## src/rtl/uart_pkg.sv

```systemverilog
// Shared UART datapath definitions: parity mode encodings and the DATA_LEN width helper.
package uart_pkg;

    typedef enum logic [1:0] {
        PAR_EVEN  = 2'b00,
        PAR_ODD   = 2'b01,
        PAR_SPACE = 2'b10,
        PAR_MARK  = 2'b11
    } par_mode_e;

    // Width of a field able to hold a bit count of 0..max_w.
    function automatic int len_w(input int max_w);
        return $clog2(max_w + 1);
    endfunction

endpackage

```

## src/rtl/parity_core.sv

```systemverilog
// Combinational parity kernel: DATA_LEN masking, XOR reduction and mode mapping to the expected bit.
module parity_core
    import uart_pkg::*;
#(
    parameter int DATA_MAX_W = 8
) (
    input  logic [DATA_MAX_W-1:0]          data,
    input  logic [len_w(DATA_MAX_W)-1:0]   len,
    input  logic [1:0]                     mode,
    output logic                           e
);

    localparam int LEN_W = len_w(DATA_MAX_W);

    logic [LEN_W-1:0]      eff_len;
    logic [DATA_MAX_W-1:0] masked;
    logic                  red_xor;

    // Zero or out-of-range lengths fall back to the full word.
    always_comb begin
        eff_len = len;
        if (len == '0 || len > LEN_W'(DATA_MAX_W)) begin
            eff_len = LEN_W'(DATA_MAX_W);
        end
    end

    always_comb begin
        masked = '0;
        for (int i = 0; i < DATA_MAX_W; i++) begin
            masked[i] = (LEN_W'(i) < eff_len) ? data[i] : 1'b0;
        end
    end

    assign red_xor = ^masked;

    always_comb begin
        e = 1'b0;
        case (mode)
            PAR_EVEN:  e = red_xor;
            PAR_ODD:   e = ~red_xor;
            PAR_SPACE: e = 1'b0;
            PAR_MARK:  e = 1'b1;
            default:   e = 1'b0;
        endcase
    end

endmodule

```

## src/rtl/parity_unit.sv

```systemverilog
// UART parity generator/checker with sticky error flag; the saturating error
// counter is built only when PARITY_ERR_CNT_EN is defined.
module parity_unit
    import uart_pkg::*;
#(
    parameter int DATA_MAX_W = 8,
    parameter int ERR_CNT_W  = 8
) (
    input  logic                          CLK,
    input  logic                          RST,
    input  logic [DATA_MAX_W-1:0]         P_DATA,
    input  logic [len_w(DATA_MAX_W)-1:0]  DATA_LEN,
    input  logic                          PAR_EN,
    input  logic [1:0]                    PAR_MODE,
    input  logic                          GEN_VLD,
    input  logic                          CHK_VLD,
    input  logic                          RX_PAR_BIT,
    input  logic                          ERR_CLR,
    output logic                          par_bit,
    output logic                          gen_done,
    output logic                          chk_done,
    output logic                          par_err,
    output logic                          err_sticky,
    output logic [ERR_CNT_W-1:0]          err_cnt
);

    logic exp_bit_p0;
    logic mismatch_p0;

    logic par_bit_p1;
    logic gen_vld_p1;
    logic chk_vld_p1;
    logic par_err_p1;
    logic sticky_p1;

    // One shared kernel serves both generate and check requests.
    parity_core #(
        .DATA_MAX_W (DATA_MAX_W)
    ) u_core (
        .data (P_DATA),
        .len  (DATA_LEN),
        .mode (PAR_MODE),
        .e    (exp_bit_p0)
    );

    assign mismatch_p0 = CHK_VLD & PAR_EN & (RX_PAR_BIT != exp_bit_p0);

    // ---- stage p0 -> p1: request sampling ----
    always_ff @(posedge CLK or negedge RST) begin
        if (!RST) begin
            par_bit_p1 <= 1'b0;
            gen_vld_p1 <= 1'b0;
            chk_vld_p1 <= 1'b0;
            par_err_p1 <= 1'b0;
            sticky_p1  <= 1'b0;
        end else begin
            gen_vld_p1 <= GEN_VLD;
            chk_vld_p1 <= CHK_VLD;
            par_err_p1 <= mismatch_p0;
            if (GEN_VLD) begin
                par_bit_p1 <= PAR_EN & exp_bit_p0;
            end
            if (mismatch_p0) begin
                sticky_p1 <= 1'b1;
            end else if (ERR_CLR) begin
                sticky_p1 <= 1'b0;
            end
        end
    end

`ifdef PARITY_ERR_CNT_EN
    localparam logic [ERR_CNT_W-1:0] CNT_MAX = '1;
    logic [ERR_CNT_W-1:0] err_cnt_p1;

    // A clear coinciding with an error restarts the count at one.
    always_ff @(posedge CLK or negedge RST) begin
        if (!RST) begin
            err_cnt_p1 <= '0;
        end else if (mismatch_p0) begin
            if (ERR_CLR) begin
                err_cnt_p1 <= ERR_CNT_W'(1);
            end else if (err_cnt_p1 != CNT_MAX) begin
                err_cnt_p1 <= err_cnt_p1 + ERR_CNT_W'(1);
            end
        end else if (ERR_CLR) begin
            err_cnt_p1 <= '0;
        end
    end

    assign err_cnt = err_cnt_p1;
`else
    assign err_cnt = '0;
`endif

    assign par_bit    = par_bit_p1;
    assign gen_done   = gen_vld_p1;
    assign chk_done   = chk_vld_p1;
    assign par_err    = par_err_p1;
    assign err_sticky = sticky_p1;

endmodule

```

## config.mk

```make
export PLATFORM = sky130hd
export DESIGN_NAME = parity_unit
export DESIGN_NICKNAME = d
export VERILOG_FILES = /design/src/rtl/uart_pkg.sv /design/src/rtl/parity_core.sv /design/src/rtl/parity_unit.sv
export SDC_FILE = /design/constraint.sdc
export NUM_CORES = 1
export LEC_CHECK = 0
export ABC_AREA = 1
export CORE_AREA = 3 3 51 53
export DETAILED_ROUTE_END_ITERATION = 6
export DIE_AREA = 0 0 54 56
export GPL_TIMING_DRIVEN = 0
export PLACE_DENSITY_LB_ADDON = 0.08
export SYNTH_ARGS = -nofsm -noshare
export SYNTH_HDL_FRONTEND = slang
export SYNTH_SLANG_ARGS = --single-unit
```

## constraint.sdc

```tcl
create_clock -name CLK -period 0.9 [get_ports CLK]
set_clock_uncertainty 0.2 [all_clocks]
set_input_delay 0.18 -clock CLK [delete_from_list [all_inputs] [get_ports CLK]]
set_output_delay 0.18 -clock CLK [all_outputs]
set_load 0.01 [all_outputs]
```

# Word-level counts from Yosys, hierarchy flattened
# Cells that the tools add are included.
[word_totals] inputBits=21 ff_bits=5 output_inout_bits=13
[op_classes] n_mux=12 n_bitwise=4 reduce_logical=5 eq_ne=4 n_lt_le_gt_ge=9
[ops] operator="less-than comparator 3 x 4 -> 1 bit, first input constant" n=4
[ops] operator="2-to-1 mux 1 bit" n=10
[ops] operator="less-than comparator 1 x 4 -> 1 bit, first input constant" n=2
[ops] operator="less-than comparator 2 x 4 -> 1 bit, first input constant" n=2
[ops] operator="parity 8 bit" n=1
[ops] operator="equality test 2 bit, second input constant" n=2
[ops] operator="greater-than comparator 4 bit, second input constant" n=1
[ops] operator="zero test 4 bit" n=1
[ops] operator="2-to-1 mux 4 bit" n=1
[ops] operator="one-hot mux 1 bit (4 select lines)" n=1
[ops] operator="bitwise AND 1 bit" n=3
[ops] operator="equality test 2 x 1 -> 1 bit, second input constant" n=1
[ops] operator="zero test 2 bit" n=1
[ops] operator="nonzero test 2 bit" n=1
[ops] operator="logical OR 1 bit" n=1
[ops] operator="!= test 1 bit" n=1
[ops] operator="NOT 1 bit" n=1

# Longest topological paths before layout
# Gate-level depths: netlist of run 1.
[logic_depth] ltp_word=11 mapped_depth=16 depth_no_buf=16

# Modules after synthesis
# From an unflattened synthesis of run 1, not the netlist that was laid out.
[hier_totals] cells_unflattened=87 area_unflattened_um2=559.3
[modules_own_cells] module="parity_core" area_per_inst_um2=309.0 seq_area_each_um2=0.0 instances=1 cells_per_inst=59
[modules_own_cells] module="parity_unit" area_per_inst_um2=250.2 seq_area_each_um2=125.1 instances=1 cells_per_inst=28

# Worst setup path after synthesis of run 1
# OpenSTA, ideal clock, no wires.
[synth_path] path_type="in2reg" startpoint="input port DATA_LEN[3]" endpoint="register sticky_p1 (netlist: err_sticky)" n_path_buf=0 cell_stages=14 arrival_ps=1113 setup_slack_ps=-530 cell_sequence="inv_2 > nand3_1 > nand2_1 > nand2_1 > nand2_1 > nand2_1 > nand2_1 > nand3_2 > nand2_2 > nand4_1 > nand2_1 > nand2_1 > nand3_2 > nand2_1"
[synth_via] elab_chain_cells=11 word_cells_on_any_way=27
[synth_lines] item="start: declaration" line="parity_unit.sv:12" source="input logic [len_w(DATA_MAX_W)-1:0] DATA_LEN,"
[synth_lines] item="greater-than comparator 4 bit or zero test 4 bit (tied branches)" line="parity_core.sv:22" source="if (len == '0 || len > LEN_W'(DATA_MAX_W)) begin"
[synth_lines] item="logical OR 1 bit" line="parity_core.sv:22"
[synth_lines] item="2-to-1 mux 4 bit *" line="parity_core.sv:22"
[synth_lines] item="less-than comparator 1 x 4 -> 1 bit, or another cell as far along" line="parity_core.sv:30" source="masked[i] = (LEN_W'(i) < eff_len) ? data[i] : 1'b0;"
[synth_lines] item="2-to-1 mux 1 bit" line="parity_core.sv:30"
[synth_lines] item="parity 8 bit *" line="parity_core.sv:34" source="assign red_xor = ^masked;"
[synth_lines] item="NOT 1 bit" line="parity_core.sv:40" source="PAR_ODD: e = ~red_xor;"
[synth_lines] item="one-hot mux 1 bit (4 select lines) *" line="parity_core.sv:38" source="case (mode)"
[synth_lines] item="!= test 1 bit *" line="parity_unit.sv:46" source="assign mismatch_p0 = CHK_VLD & PAR_EN & (RX_PAR_BIT != exp_bit_p0);"
[synth_lines] item="bitwise AND 1 bit *" line="parity_unit.sv:46"
[synth_lines] item="2-to-1 mux 1 bit or nonzero test 2 bit (tied branches)"
[synth_lines] item="end signal: assignment" line="parity_unit.sv:55" source="sticky_p1 <= 1'b0;"
[synth_lines] item="end signal: assignment" line="parity_unit.sv:64" source="sticky_p1 <= 1'b1;"
[synth_lines] item="end signal: assignment" line="parity_unit.sv:66" source="sticky_p1 <= 1'b0;"
[synth_lines] item="end: declaration" line="parity_unit.sv:34" source="logic sticky_p1;"
# Every way passes the cells marked *; elsewhere a longest branch is shown, timed or not.
# A chain may end at the register's enable or synchronous reset.

# Final worst setup path of run 1
# Ends and elaborated chain as after synthesis.

==> flow_summary.toml, run 1 <==
[run_status]
status = "finished with violations"
failed_checks = "negative hold slack, negative setup slack"

[setup_path]
rr_startpoint = "par_bit"
cp.arrival_ns = 1.37
worstPathRequired_ns = 0.82
cell_depth_of_the_worst_flop_to_flop_path = 3
timing_worst_setup_path_type = "primary input to flip-flop"
startpoint_type = "primary input"
critical_path.startpoint = "DATA_LEN[3]"
setup.worst_path.end_class = "flip-flop"
path_max_fanout = 5

[clock_network]
htree_num_levels = 1
tritoncts_clock_tree = "done"
clk_transition_reported_paths_ns = 0.04
clk_root_buffer_cell = "clkbuf_4"
tritoncts_num_sinks = 5
cts_buffers = 3
cts_buffer_depth = 2
clock_insertion_delay_worst_skew_ns = 0.23

[die]
initial_core_util_pct = 25.0
core_region_area_um2 = 2190
row_count = 17
dieArea_um2 = 3020
die_width_um = 54
number_of_i_o_pins = 34
die_height_um = 56

[yosys]
synth_top_area_share_pct = 22.8
synth-seq-cells = 5
synth.yosys.seq_area_share_pct = 22.8
synthesis.area_um2 = 548
post_synth_main_area_contributors = "dfrtp_1 (23%), nand2_1 (23%), nand3_1 (11%)"
synth_area_leader_cell = "dfrtp_1"
post_synthesis_cell_type_count = 15
yosysWarningCount = 0
syn-instance-count = 93
avgSynthCellArea_um2 = 5.89

[routing]
vias_per_cell = 4.17
detail-route-antenna-nets = 0
drt_pass1_iterations = 3
dr_total_vias = 676
totalWireLength_um = 1470
post-route-drc-count = 0
detailedRoute.firstIterationViolations = 3
wire_per_inst_um = 9.08

[final_layout]
antennaDiodeCount = 0
layout.cells.most_common_list = "nand2_1 (18), nand2_2 (17), inv_1 (12)"
final_common_cell = "nand2_1"
filler_cells = 233
fin_cells = 162
drive_above_1_share_pct = 47.0
finish.net_count = 156
area_added_between_synthesis_and_finish_pct = 92.2
finalCoreUtilization_pct = 48.1

[timing]
holdWs_ns = -0.0456
unrepaired_setup_endpoints_after_global_routing = "true"
pins_over_their_slew_limit = 0
maxClockFrequency_mhz = 690
period_share_pct = 161
final.setup.worst_slack_ns = -0.550
finalSetupViolations = 8
hold_viol_final = 5
min_period_ns = 1.45

[power]
power-per-cell-area_nw_per_um2 = 908
fin_total_pwr_mw = 0.957
leak_pwr_nw = 0.589
irDropWorstVdd_uv = 422

[placement]
port_buffers = 25
placed_instance_count = 153
post-dp-hpwl_um = 1110
gp_routability_congestion = 0.784

[global_routing]
pin_count_of_the_biggest_net_entering_global_routing = 6
grt_first_pass_wirelength_um = 2100
gr-total-overflow = 0
groute.usage.overall_pct = 8.63
antenna_found_initial = 0
vias_in_the_first_global_route = 533

[flow_run]
max-cap-violations = 0

[worst_hold_path]
hold_path_class = "primary input to asynchronous set/reset pin"
-- Yosys cell counts, drive strengths merged --
master,instances
a21boi,1
buf,8
a21oi,1
dfrtp,5
nand4,4
nor2,3
o21ai,1
inv,17
conb,1
nand3,15
nand2,37
-- final timing paths --
check                        endpoint  slack (ns)
setup / recovery           err_sticky       -0.55
hold / removal               gen_done       -0.05
setup reg to reg              par_bit       -0.05
hold reg to reg            err_sticky        0.29
max in group asynchronous     par_bit        0.37
min in group CLK             chk_done        0.23
-- worst max-delay path: stages --
cell,delay [ns]
buf_8,0.11
inv_8,0.06
buf_12,0.09
nand4_1,0.15
nand3_2,0.11
nand2_2,0.06
nand2_1,0.06
nand2_1,0.06
nand3_2,0.09
nand4_1,0.13
nand2_2,0.10
nand2_2,0.05
nand3_2,0.07
nand2_1,0.05
-- through the flow --
step | setup TNS (ns) | setup slack, ns | instance area, µm² | hold WS [ns]
floorplan | -1.43 | -0.490 | 632 | -0.316
global placement | -5.77 | -1.37 | 917 | 0.215
detailed placement | -5.90 | -1.40 | 917 | 0.209
CTS | -2.65 | -0.546 | 985 | -0.0412
global route | -3.13 | -0.660 | 1050 | -0.0365
finish | -2.65 | -0.550 | 1050 | -0.0456
-- routing by layer --
metal  routed length [µm]  global-route usage, %  vias to the layer above
met4                    0                   3.20                        0
met2                  796                   14.4                       17
met1                  575                   11.0                      299
met3                   99                   1.07                        0
li1                     -                      -                      360
met5                    0                      0                        -
-- cell type report --
class / instances / area, µm² / area share, %
Multi-Input combinational cell: 70 / 427 / 40.5
Timing Repair Buffer: 30 / 283 / 26.8
Sequential cell: 5 / 125 / 11.9
Inverter: 17 / 97.6 / 9.26
Buffer: 8 / 60.1 / 5.70
Tap cell: 28 / 35.0 / 3.33
Clock buffer: 4 / 26.3 / 2.49
-- kinds of logic (layout without fill, tap and decap cells) --
kind of cell / after synthesis / count (layout) / synth area share [%]
buffers and inverters: 25 / 59 / 22.6
other: 1 / 8 / 0.684
flip-flops: 5 / 5 / 22.8
AND/OR/NAND/NOR: 59 / 59 / 50.7
AO/OA/AOI/OAI: 3 / 3 / 3.20
-- sequential cells by signal, summed over array words and instances, names as in the netlist --
register and count:
chk_done 1, err_sticky 1, gen_done 1, par_bit 1
par_err 1
-- where the power goes --
part	leakage (nW)	total, mW	internal (mW)	switching [mW]
Sequential	0.0627	0.250	0.243	0.00700
Combinational	0.512	0.459	0.223	0.235
Clock	0.0150	0.248	0.167	0.0812
-- what timing repair did --
| action | 4_1_cts | 5_1_grt |
|---|---|---|
| setup buffers | 3 | 2 |
| gates resized for setup | 64 | 16 |
| setup endpoints to repair | 8 | 8 |
| hold endpoints to repair | 5 | 5 |
| pin swaps | 20 | 22 |
(Power assumes the default switching activity.)
==> inputs of run 2 (changes only) <==
- PLACE_DENSITY_LB_ADDON: 0.08 -> default
- clock period: 0.9 -> 1.4 ns (I/O delays scaled with it)
==> run 2 against run 1 <==
Net effect:
- the run ends with negative setup slack left
- largest power group unchanged
- combinational power shrank 41%
- final cell count shrank 3.1%
- cell area shrank 5.7%
- critical path depth shrank 1
- sequential cell count is the same
- hold slack gained 0.10 ns
- first-iteration DRC count grew 67%
==> flow_summary.toml, run 2 (synthesis gave the netlist of run 1 again) <==
[run_status]
status = "finished with violations"
failed_checks = "negative setup slack"

[worst_hold_path]
hold_path_class = "primary input to asynchronous set/reset pin"

[final_layout]
drive_above_1_share_pct = 33.3
finish.net_count = 151
fin_cells = 157
area_added_between_synthesis_and_finish_pct = 81.3
layout.cells.most_common_list = "nand2_1 (26), inv_1 (12), nand2_2 (10), dlygate4sd2_1 (10)"
final_common_cell = "nand2_1"
antennaDiodeCount = 0

[die]
core_region_area_um2 = 2190
number_of_i_o_pins = 34
initial_core_util_pct = 25.0
die_width_um = 54
dieArea_um2 = 3020
die_height_um = 56
row_count = 17

[clock_network]
hold_buffer_count_at_cts = 0
clk_root_buffer_cell = "clkbuf_4"
htree_num_levels = 1
post_cts_buffers = 0
clock_insertion_delay_worst_skew_ns = 0.24
tritoncts_num_sinks = 5
clk_transition_reported_paths_ns = 0.04
cts_buffer_depth = 2
cts_buffers = 3
tritoncts_clock_tree = "done"

[routing]
dr_total_vias = 629
post-route-drc-count = 0
totalWireLength_um = 1350
drt_pass1_iterations = 4
detail-route-antenna-nets = 0
detailedRoute.firstIterationViolations = 5
wire_per_inst_um = 8.60
vias_per_cell = 4.01

[setup_path]
cp.arrival_ns = 1.46
r2r_setup_slack_ns = 0.58
cell_depth_of_the_worst_flop_to_flop_path = 2
rr_startpoint = "par_bit"
rr_endpoint = "par_bit"
worstPathRequired_ns = 1.33
endpoint_of_the_most_critical_setup_path = "err_sticky"
critical_path.startpoint = "DATA_LEN[1]"
timing_worst_setup_path_type = "primary input to flip-flop"
setup.worst_path.end_class = "flip-flop"
startpoint_type = "primary input"
path_max_fanout = 3

[power]
leak_pwr_nw = 0.557
fin_total_pwr_mw = 0.595
irDropWorstVdd_uv = 285
power-per-cell-area_nw_per_um2 = 598

[global_routing]
pin_count_of_the_biggest_net_entering_global_routing = 8
groute.usage.overall_pct = 9.10
vias_in_the_first_global_route = 574
grt_first_pass_wirelength_um = 2060
antenna_found_initial = 0
gr-total-overflow = 0

[placement]
gp_routability_congestion = 0.707
placed_instance_count = 153
post-dp-hpwl_um = 1130
port_buffers = 25

[timing]
final.setup.worst_slack_ns = -0.128
pins_over_their_slew_limit = 0
hold_viol_final = 0
min_period_ns = 1.53
period_share_pct = 109
maxClockFrequency_mhz = 654
unrepaired_setup_endpoints_after_global_routing = "true"
finalSetupViolations = 3

[flow_run]
max-cap-violations = 0
==> run 2: cell types whose count changed in the layout (fill, tap and decap cells not counted), sizes merged <==
cell,delta
buf,-9
clkdlybuf4s15,+1
dlygate4sd2,+3
==> run 2: how the worst min path moves through the flow <==
stage	start	end	slack (ns)	cells after the start
6_report	RST	chk_done	0.06	1
5_1_grt	RST	chk_done	0.06	1
4_1_cts	RST	chk_done	0.06	1
3_5_place_dp	err_sticky	err_sticky	0.27	2
3_3_place_gp	err_sticky	err_sticky	0.26	2
2_1_floorplan	RST	chk_done	-0.22	0
==> run 2: stage by stage <==
| step | util [%] | setup TNS [ns] | worst slack (ns) | hold WS, ns | instance area, µm² |
|---|---|---|---|---|---|
| finish | 45.3 | -0.336 | -0.128 | 0.0578 | 993 |
| global route | 45.3 | -0.635 | -0.229 | 0.0626 | 993 |
| CTS | 44.8 | -0.326 | -0.137 | 0.0577 | 981 |
| detailed placement | 41.9 | -2.99 | -1.02 | 0.273 | 917 |
| global placement | 41.9 | -2.85 | -0.963 | 0.263 | 917 |
| floorplan | - | -0.225 | -0.0897 | -0.216 | 632 |
==> run 2: power breakdown <==
group / internal, mW / leakage, nW / switching, mW / total, mW
combinational: 0.130 / 0.480 / 0.139 / 0.269
sequential: 0.156 / 0.0627 / 0.00460 / 0.161
clock: 0.108 / 0.0150 / 0.0568 / 0.164
==> run 2: critical path: stages <==
cell	delay, ns
buf_8	0.11
inv_8	0.05
nand2_4	0.06
nand2_2	0.08
nand4_1	0.11
nand2_2	0.11
nor2_1	0.05
nor2_1	0.12
nand3_2	0.10
nand4_1	0.15
nand3_1	0.10
nand3_2	0.09
nand2_1	0.05
==> run 2: cell type report <==
cell class	instances	area [µm²]
flip-flops and latches	5	125
well taps	28	35.0
multi-input cells	70	395
plain buffers	8	60.1
repair buffers	25	254
clock buffers	4	26.3
fillers	230	1200
inverters	17	97.6
==> run 2: per-layer routing <==
layer  vias to the layer above  GRT usage [%]  share of wire [%]
met5                         -              0                  0
met4                         0           8.54                1.6
met3                         2          0.804                7.3
met2                        22           14.4                 52
met1                       260           10.1                 39
li1                        345              -                  -
==> run 2: timing repair <==
item	CTS	global route
resized for setup	55	4
pin swaps	26	13
endpoints found under the setup margin	8	3
==> inputs of run 3 (changes only) <==
- CORE_AREA: 3 3 51 53 -> 3 3 44 46
- DIE_AREA: 0 0 54 56 -> 0 0 47 49
- PLACE_DENSITY: default -> 0.74
==> run 3 against run 2 <==
Net effect:
- critical path depth rose by 2
- highest routed layer unchanged
- critical path type unchanged
- largest cell class unchanged
- first-iteration DRC count fell by 60%
- routed wire length fell by 0.96%
- global-route usage rose by 3.8 points
- the flow still finishes with violations (negative setup slack)
==> flow_summary.toml, run 3 (synthesis gave the netlist of run 1 again) <==
[run_status]
status = "finished with violations"
failed_checks = "negative setup slack"

[placement]
gp_routability_congestion = 0.736
dpl_worst_slack_ns = -0.993
placed_instance_count = 141
port_buffers = 25
dpl_cell_area_um2 = 902
post-dp-hpwl_um = 1100

[final_layout]
design_area_um2 = 1010
drive_above_1_share_pct = 39.4
area_added_between_synthesis_and_finish_pct = 83.8
final_common_cell = "nand2_1"
fin_cells = 148
antennaDiodeCount = 0
finish.net_count = 154
layout.cells.most_common_list = "nand2_1 (22), nand2_2 (14), inv_1 (12)"
filler_cells = 140

[timing]
period_share_pct = 110
setup_tns_ns = -0.382
min_period_ns = 1.54
hold_viol_final = 0
maxClockFrequency_mhz = 649
unrepaired_setup_endpoints_after_global_routing = "true"
pins_over_their_slew_limit = 0
finalSetupViolations = 3
final.setup.worst_slack_ns = -0.141

[worst_hold_path]
hold_path_class = "primary input to asynchronous set/reset pin"

[routing]
vias_per_cell = 4.51
detail-route-antenna-nets = 0
totalWireLength_um = 1340
dr_total_vias = 668
post-route-drc-count = 0
detailedRoute.firstIterationViolations = 2
wire_per_inst_um = 9.03
drt_pass1_iterations = 3

[global_routing]
gr-total-overflow = 0
grt_first_pass_wirelength_um = 2270
pin_count_of_the_biggest_net_entering_global_routing = 8
antenna_found_initial = 0
groute.usage.overall_pct = 12.9
vias_in_the_first_global_route = 600

[die]
die_width_um = 47
dieArea_um2 = 2300
row_count = 14
die_height_um = 49
number_of_i_o_pins = 34
core_region_area_um2 = 1540
initial_core_util_pct = 35.6

[power]
irDropWorstVdd_uv = 245
clockPowerShare_pct = 27.1
fraction_of_power_consumed_by_sequential_logic_pct = 26.9
power-per-cell-area_nw_per_um2 = 594
power_internal_mw = 0.397
fin_total_pwr_mw = 0.598
psw_mw = 0.201
leak_pwr_nw = 0.572
switching_share_pct = 33.6
power.share.combinational_pct = 46.0

[clock_network]
tritoncts_clock_tree = "done"
hold_buffer_count_at_cts = 0
clock_insertion_delay_worst_skew_ns = 0.23
htree_num_levels = 1
clk_root_buffer_cell = "clkbuf_4"
cts_buffers = 3
clk_transition_reported_paths_ns = 0.05
cts_buffer_depth = 2
tritoncts_num_sinks = 5

[flow_run]
max-cap-violations = 0

[setup_path]
cp.arrival_ns = 1.46
cell_depth_of_the_worst_flop_to_flop_path = 2
rr_endpoint = "err_sticky"
startpoint_type = "primary input"
r2r_setup_slack_ns = 0.60
worstPathRequired_ns = 1.32
setup.worst_path.end_class = "flip-flop"
path_max_fanout = 7
rr_startpoint = "err_sticky"
timing_worst_setup_path_type = "primary input to flip-flop"
## run 3: cell types whose count changed in the layout (fill, tap and decap cells not counted)
cell / delta
nand2_1: -4
nand2_2: +4
buf_4: +3
nand3_2: +2
nor2_1: -2
nor2_2: +2
buf_8: -1
dlygate4sd2_1: +1
nand3_1: -1
nand3_4: -1
## run 3: layout make-up
cell class / instances / area (µm²) / share of cell area (%)
buffer: 8 / 60.1 / 5.96
clock buffer: 4 / 26.3 / 2.61
inverter: 17 / 97.6 / 9.69
multi-input combinational: 70 / 408 / 40.5
sequential: 5 / 125 / 12.4
tap: 16 / 20.0 / 1.99
timing repair buffer: 28 / 270 / 26.8
## run 3: timing repair
action                     CTS  global route
hold endpoints to repair     0             0
gates cloned                 0             0
setup endpoints to repair    8             4
buffers inserted             1             2
gates resized for setup     46            13
pin swaps                   21            18
## run 3: metal layers
layer	share of wire, %	vias up	track usage, %
li1	-	353	-
met1	36	294	14.5
met2	56	19	23.1
met3	6.8	2	1.11
met4	1.0	0	5.53
met5	0	-	0
## run 3: how the worst max path moves through the flow
stage	start	endpoint	slack [ns]	depth (start not counted)
3_5_place_dp	DATA_LEN[2]	err_sticky	-0.99	15
6_report	DATA_LEN[3]	par_err	-0.14	15
5_1_grt	DATA_LEN[3]	err_sticky	-0.27	15
3_3_place_gp	DATA_LEN[2]	err_sticky	-0.96	16
2_1_floorplan	DATA_LEN[2]	err_sticky	-0.09	14
4_1_cts	DATA_LEN[2]	par_err	-0.15	15
## run 3: worst max-delay path: stages
cell      delay (ns)
buf_8           0.09
inv_8           0.04
buf_4           0.12
a21boi_2        0.10
nand2_1         0.06
nand2_1         0.07
nand2_2         0.08
nor2_2          0.13
nor2_2          0.05
nand3_2         0.07
nand4_1         0.13
nand2_2         0.10
nand2_2         0.05
nand3_2         0.06
inv_1           0.05
## run 3: power groups by stage
stage	clock (mW)	combinational, mW	sequential, mW
finish	0.162	0.275	0.161
global route	0.177	0.306	0.161
CTS	0.168	0.256	0.161
detailed placement	0	0.255	0.163
global placement	0	0.250	0.162
floorplan	0	0.138	0.169
## run 3: metrics by stage
| step | hold slack (ns) | utilization, % |
|---|---|---|
| after floorplan | -0.216 | - |
| after global placement | 0.265 | 58.5 |
| after detailed placement | 0.278 | 58.5 |
| after CTS | 0.0676 | 61.9 |
| after global routing | 0.0803 | 65.3 |
| final | 0.0669 | 65.3 |
